`src/rtl/mips_ctrl_pkg.sv`:
```
// Shared constants and types for the multi-cycle MIPS control unit.
// Encodings here are the contract between the FSM and the datapath.
package mips_ctrl_pkg;

  typedef enum logic [3:0] {
    FETCH  = 4'd0,
    DECODE = 4'd1,
    MEMADR = 4'd2,
    MEMRD  = 4'd3,
    MEMWB  = 4'd4,
    MEMWR  = 4'd5,
    EXEC   = 4'd6,
    ALUWB  = 4'd7,
    BRANCH = 4'd8,
    JUMP   = 4'd9,
    JR     = 4'd10,
    ADDIEX = 4'd11,
    ADDIWB = 4'd12
  } state_t;

  localparam logic [5:0] OP_RTYPE = 6'b000000;
  localparam logic [5:0] OP_LW    = 6'b100011;
  localparam logic [5:0] OP_SW    = 6'b101011;
  localparam logic [5:0] OP_BEQ   = 6'b000100;
  localparam logic [5:0] OP_J     = 6'b000010;
  localparam logic [5:0] OP_ADDI  = 6'b001000;
  localparam logic [5:0] FUNCT_JR = 6'b001000;

  localparam logic [1:0] PC_ALU    = 2'b00;
  localparam logic [1:0] PC_ALUOUT = 2'b01;
  localparam logic [1:0] PC_JUMP   = 2'b10;
  localparam logic [1:0] PC_RS     = 2'b11;

  localparam logic [1:0] SRCB_B      = 2'b00;
  localparam logic [1:0] SRCB_FOUR   = 2'b01;
  localparam logic [1:0] SRCB_IMM    = 2'b10;
  localparam logic [1:0] SRCB_IMM_SH = 2'b11;

  localparam logic [1:0] ALU_ADD   = 2'b00;
  localparam logic [1:0] ALU_SUB   = 2'b01;
  localparam logic [1:0] ALU_FUNCT = 2'b10;

  typedef struct packed {
    logic lw;
    logic sw;
    logic rtype;
    logic jr;
    logic beq;
    logic j;
    logic addi;
    logic illegal;
  } op_class_t;

endpackage

```
`src/rtl/mips_op_decode.sv`:
```
// Combinational opcode classifier; yields exactly one class bit.
// JR is split out of R-type so the FSM can skip register writeback.
module mips_op_decode
  import mips_ctrl_pkg::*;
(
  input  logic [5:0] op,
  input  logic [5:0] funct,
  output op_class_t  cls
);

  always_comb begin
    cls = '0;
    case (op)
      OP_RTYPE: begin
        if (funct == FUNCT_JR) cls.jr = 1'b1;
        else                   cls.rtype = 1'b1;
      end
      OP_LW:   cls.lw = 1'b1;
      OP_SW:   cls.sw = 1'b1;
      OP_BEQ:  cls.beq = 1'b1;
      OP_J:    cls.j = 1'b1;
      OP_ADDI: cls.addi = 1'b1;
      default: cls.illegal = 1'b1;
    endcase
  end

endmodule

```
`src/rtl/mips_multicycle_ctrl.sv`:
```
// Multi-cycle MIPS control FSM driving the shared datapath.
// Outputs are forced low while reset is held so requests drop at once.
module mips_multicycle_ctrl
  import mips_ctrl_pkg::*;
(
  input  logic       clk,
  input  logic       reset,
  input  logic [5:0] op,
  input  logic [5:0] funct,
  input  logic       zero,
  input  logic       mem_ready,
  output logic       mem_rd,
  output logic       mem_wr,
  output logic       iord,
  output logic       ir_we,
  output logic       pc_we,
  output logic [1:0] pc_src,
  output logic       alu_src_a,
  output logic [1:0] alu_src_b,
  output logic [1:0] alu_op,
  output logic       reg_dst,
  output logic       mem_to_reg,
  output logic       reg_we,
  output logic       illegal_op,
  output logic [3:0] state
);

  state_t    cur;
  state_t    nxt;
  op_class_t cls;

  mips_op_decode u_dec (
    .op    (op),
    .funct (funct),
    .cls   (cls)
  );

  always_ff @(posedge clk or posedge reset) begin
    if (reset) cur <= FETCH;
    else       cur <= nxt;
  end

  assign state = cur;

  always_comb begin
    nxt = FETCH;
    case (cur)
      FETCH:  nxt = mem_ready ? DECODE : FETCH;
      DECODE: begin
        if (cls.lw || cls.sw) nxt = MEMADR;
        else if (cls.jr)      nxt = JR;
        else if (cls.rtype)   nxt = EXEC;
        else if (cls.beq)     nxt = BRANCH;
        else if (cls.j)       nxt = JUMP;
        else if (cls.addi)    nxt = ADDIEX;
        else                  nxt = FETCH;
      end
      MEMADR: nxt = (op == OP_LW) ? MEMRD : MEMWR;
      MEMRD:  nxt = mem_ready ? MEMWB : MEMRD;
      MEMWR:  nxt = mem_ready ? FETCH : MEMWR;
      EXEC:   nxt = ALUWB;
      ADDIEX: nxt = ADDIWB;
      default: nxt = FETCH;
    endcase
  end

  always_comb begin
    mem_rd     = 1'b0;
    mem_wr     = 1'b0;
    iord       = 1'b0;
    ir_we      = 1'b0;
    pc_we      = 1'b0;
    pc_src     = PC_ALU;
    alu_src_a  = 1'b0;
    alu_src_b  = SRCB_B;
    alu_op     = ALU_ADD;
    reg_dst    = 1'b0;
    mem_to_reg = 1'b0;
    reg_we     = 1'b0;
    illegal_op = 1'b0;
    if (!reset) begin
      case (cur)
        FETCH: begin
          mem_rd    = 1'b1;
          alu_src_b = SRCB_FOUR;
          ir_we     = mem_ready;
          pc_we     = mem_ready;
        end
        DECODE: begin
          alu_src_b  = SRCB_IMM_SH;
          illegal_op = cls.illegal;
        end
        MEMADR, ADDIEX: begin
          alu_src_a = 1'b1;
          alu_src_b = SRCB_IMM;
        end
        MEMRD: begin
          mem_rd = 1'b1;
          iord   = 1'b1;
        end
        MEMWB: begin
          reg_we     = 1'b1;
          mem_to_reg = 1'b1;
        end
        MEMWR: begin
          mem_wr = 1'b1;
          iord   = 1'b1;
        end
        EXEC: begin
          alu_src_a = 1'b1;
          alu_op    = ALU_FUNCT;
        end
        ALUWB: begin
          reg_we  = 1'b1;
          reg_dst = 1'b1;
        end
        BRANCH: begin
          alu_src_a = 1'b1;
          alu_op    = ALU_SUB;
          pc_src    = PC_ALUOUT;
          pc_we     = zero;
        end
        JUMP: begin
          pc_src = PC_JUMP;
          pc_we  = 1'b1;
        end
        JR: begin
          pc_src = PC_RS;
          pc_we  = 1'b1;
        end
        ADDIWB: reg_we = 1'b1;
        default: ;
      endcase
    end
  end

endmodule
```
`config.mk`:
```
export PLATFORM = sky130hd
export DESIGN_NAME = mips_multicycle_ctrl
export DESIGN_NICKNAME = d
export VERILOG_FILES = /design/src/rtl/mips_ctrl_pkg.sv /design/src/rtl/mips_op_decode.sv /design/src/rtl/mips_multicycle_ctrl.sv
export SDC_FILE = /design/constraint.sdc
export NUM_CORES = 1
export LEC_CHECK = 0
export CAP_MARGIN = 20
export CORE_AREA = 2 2 39 41
export CTS_CLUSTER_DIAMETER = 40
export DETAILED_ROUTE_END_ITERATION = 6
export DIE_AREA = 0 0 41 43
export DONT_BUFFER_PORTS = 1
export GPL_TIMING_DRIVEN = 0
export PLACE_DENSITY_LB_ADDON = 0.2
export SLEW_MARGIN = 10
export SYNTH_ARGS = -nofsm -noshare
export SYNTH_HDL_FRONTEND = slang
export SYNTH_HIERARCHICAL = 1
export SYNTH_SLANG_ARGS = --single-unit
```
`constraint.sdc`:
```
create_clock -name clk -period 1.5 [get_ports clk]
set_input_delay 0.3 -clock clk [delete_from_list [all_inputs] [get_ports clk]]
set_output_delay 0.3 -clock clk [all_outputs]
set_load 0.01 [all_outputs]
```
==> key figures <==
Run status
  • Status: finished, violations left
  • Failing checks: negative setup slack

Logic synthesis
  • Syn Nets: 121
  • Async SR Flop Fraction: 100%
  • Top cells by area, synth: dfrtp_1 (13%), nor3_1 (7.9%), nor2_1 (5.9%)
  • Post-Synth XOR/XNOR Area: 3.27%
  • Synthesized cell area: 764 sq um
  • Yosys synthesis warning count: 6
  • #FFs+latches synth: 4
  • Largest family of logic cells by synthesized area: simple AND/OR/NAND/NOR gates
  • Synth unique cells: 46
  • Main synth FF type: dfrtp_1
  • Multiplexer area fraction after synthesis: 1.31%
  • Adder-cell share of the synthesized area: 0%
  • Fraction of the mapped netlist area in simple logic gates: 56.8%
  • Post-Syn Instances: 105
  • Post-synth top area cell: dfrtp_1
  • Syn Area/Cell: 7.28 sq um
  • Post-synthesis compound-gate area fraction: 15.9%
  • Number of synthesized flops with an enable pin: 0
  • Top cell type's share of synthesized area: 13.1%
  • Register area share after synthesis: 13.1%

Global routing
  • Initial antenna violation count: 0
  • Vias in the first global route: 882
  • First-pass GRT wire length: 3920 microns
  • Pin count of the biggest net entering global routing: 11
  • Grt total ovfl: 0
  • Global-route usage over all layers: 32.4%

Timing
  • Crit path time final: 1.96 ns
  • Worst Skew: 0.0112 ns
  • Final slew viol count: 0
  • Worst setup margin: -0.464 ns
  • RSZ-0062 raised after global routing: yes
  • Fmax: 0.509 GHz
  • Setup violations, final: 20
  • Slew @ Worst Pin: 0.447 ns
  • Final Hold Viols: 0
  • Hold WS: 0.300 ns
  • Worst slew margin: 69.8%
  • Period utilisation layout: 131%

Placement
  • Placer Congestion: 0.784
  • Placed insts: 121
  • Post-DP HPWL: 1410 microns
  • PortBufs: 0
  • Pre-CTS setup slack: -0.370 ns

Cells and area
  • Max FFs per register: 4
  • ANT cells: 0
  • NumNets Final: 146
  • Post-route insts no fill: 144
  • Share of cells above drive strength 1: 58.6%
  • Most frequent cells in the layout: buf_6 (13), nor2_1 (10), buf_4 (10)
  • Layout area overhead: 73.0%
  • Commonest non-fill, non-tap cell in the layout: buf_6

Floorplanning
  • Die width: 41 microns
  • CORE AREA: 1380 sq um
  • FP Rows: 14
  • Die area: 1760 sq um
  • Die Y-Extent: 43 microns
  • Starting Density: 55.2%
  • I/O Pins: 36

Clock network
  • Clock root buffer: clkbuf_4
  • CTS HTree Levels: 1
  • Skew-Pair Late Insertion Delay: 0.26 ns
  • Clk buf depth: 2
  • CTS tree: yes
  • Number of CTS-inserted buffers: 3
  • Worst-path clk slew: 0.05 ns
  • CTS sink cnt: 4

Worst setup path
  • WP data required: 1.20 ns
  • Crit-path max cell delay: 0.43 ns
  • Worst setup EP type: output port
  • Worst path cell trace: buf_6 > buf_6 > xor2_4 > nor2_1 > a211oi_2
  • CP startpoint kind: flop
  • CP max FO: 10
  • Critical Path AT: 1.66 ns
  • Cell repeated most along the worst path: buf_6
  • WP buf/inv: 2
  • WP depth: 5
  • Critical path type: flop to output port
  • Reg2Reg Depth: 6
  • CP delay by family, top: flip-flops
  • Slowest CP cell: dfrtp_1

Pwr
  • PD cells: 470 nW/um^2
  • Max VDD drop: 0.593 mV
  • Leakage: 0.490 nW

Drt
  • DR vias: 1109
  • DR iter-0 viols: 74
  • Drt wl/cell: 27.3 microns
  • Antenna violation net count after detailed routing: 0
  • DRC viols: 0
  • Vias/cell: 7.70
  • WL final: 3930 microns
  • Drt first pass iters: 5

Job
  • Max-Cap Viols: 0

Min path
  • Worst Hold Class: primary input to flop
  • Hold path cells: 2
[layout make-up]
class	instances	area (sq um)
inverter	4	15.0
timing repair buffer	21	215
tap	16	20.0
sequential	4	104
buffer	7	91.3
clock buffer	3	22.5
multi-input combinational	89	855
fill	34	61.3
[path summary, 6_finish.rpt]
path,slack (ns),start,end
worst max-delay path,-0.46,state[0],alu_src_b[1]
worst min-delay path,0.30,op[2],state[2]
worst max register to register,-0.35,state[3],state[3]
worst min register to register,0.79,state[1],state[1]
max in group asynchronous,0.73,reset,state[1]
min in group asynchronous,0.53,reset,state[0]
[per-layer routing]
metal  part of all wire, %  vias up  track usage (%)
li1                      -      446                -
met1                    35      516             35.2
met4                   7.7        0             20.7
met2                    46      117             48.1
met5                     0        -                0
met3                    12       30             14.7
[per-stage QoR]
step | power, mW | TNS, ns | util, % | area, sq um
global placement | 0.310 | -1.50 | 59.4 | 822
detailed placement | 0.313 | -1.72 | 59.4 | 822
finish | 0.622 | -4.69 | 95.6 | 1320
global route | 0.638 | -5.09 | 95.6 | 1320
CTS | 0.535 | -3.04 | 80.8 | 1120
floorplan | 0.288 | -0.611 | - | 802
[worst register-to-register path, stage by stage, from the launching register on]
cell and delay, ns:
dfrtp_2 0.48, buf_6 0.18, buf_6 0.12, buf_6 0.12, nor4_2 0.24, a21oi_1 0.10
nor4bb_1 0.46
[logic make-up after synthesis]
family | after synthesis
AO/OA/AOI/OAI | 18
XOR/XNOR | 2
buffers and inverters | 12
flip-flops | 4
multiplexers | 1
AND/OR/NAND/NOR | 68
[synth_stat cells, types with 4 or more instances]
| library cell | n |
|---|---|
| nor2_1 | 12 |
| nor3_1 | 12 |
| nor2b_1 | 5 |
| a21oi_1 | 4 |
| dfrtp_1 | 4 |
| inv_1 | 4 |
| nand2b_1 | 4 |
| nand3_1 | 4 |
| nor4_1 | 4 |
[what timing repair did]
| action | CTS | global route |
|---|---|---|
| resized for setup | 35 | 30 |
| gates cloned | 1 | 1 |
| pin swaps | 13 | 14 |
| endpoints found under the hold margin | 4 | 0 |
| endpoints found under the setup margin | 18 | 20 |
| hold buffers | 1 | 0 |
| setup buffers | 11 | 9 |
[report_power, final]
| part | total (mW) | switching [mW] | internal, mW | leakage (nW) |
|---|---|---|---|---|
| Sequential | 0.131 | 0.0154 | 0.115 | 0.0492 |
| Clock | 0.155 | 0.0637 | 0.0908 | 0.0138 |
| Combinational | 0.337 | 0.184 | 0.153 | 0.427 |
| Total | 0.622 | 0.263 | 0.359 | 0.490 |
Note: power is estimated with default switching activity, not from simulation.
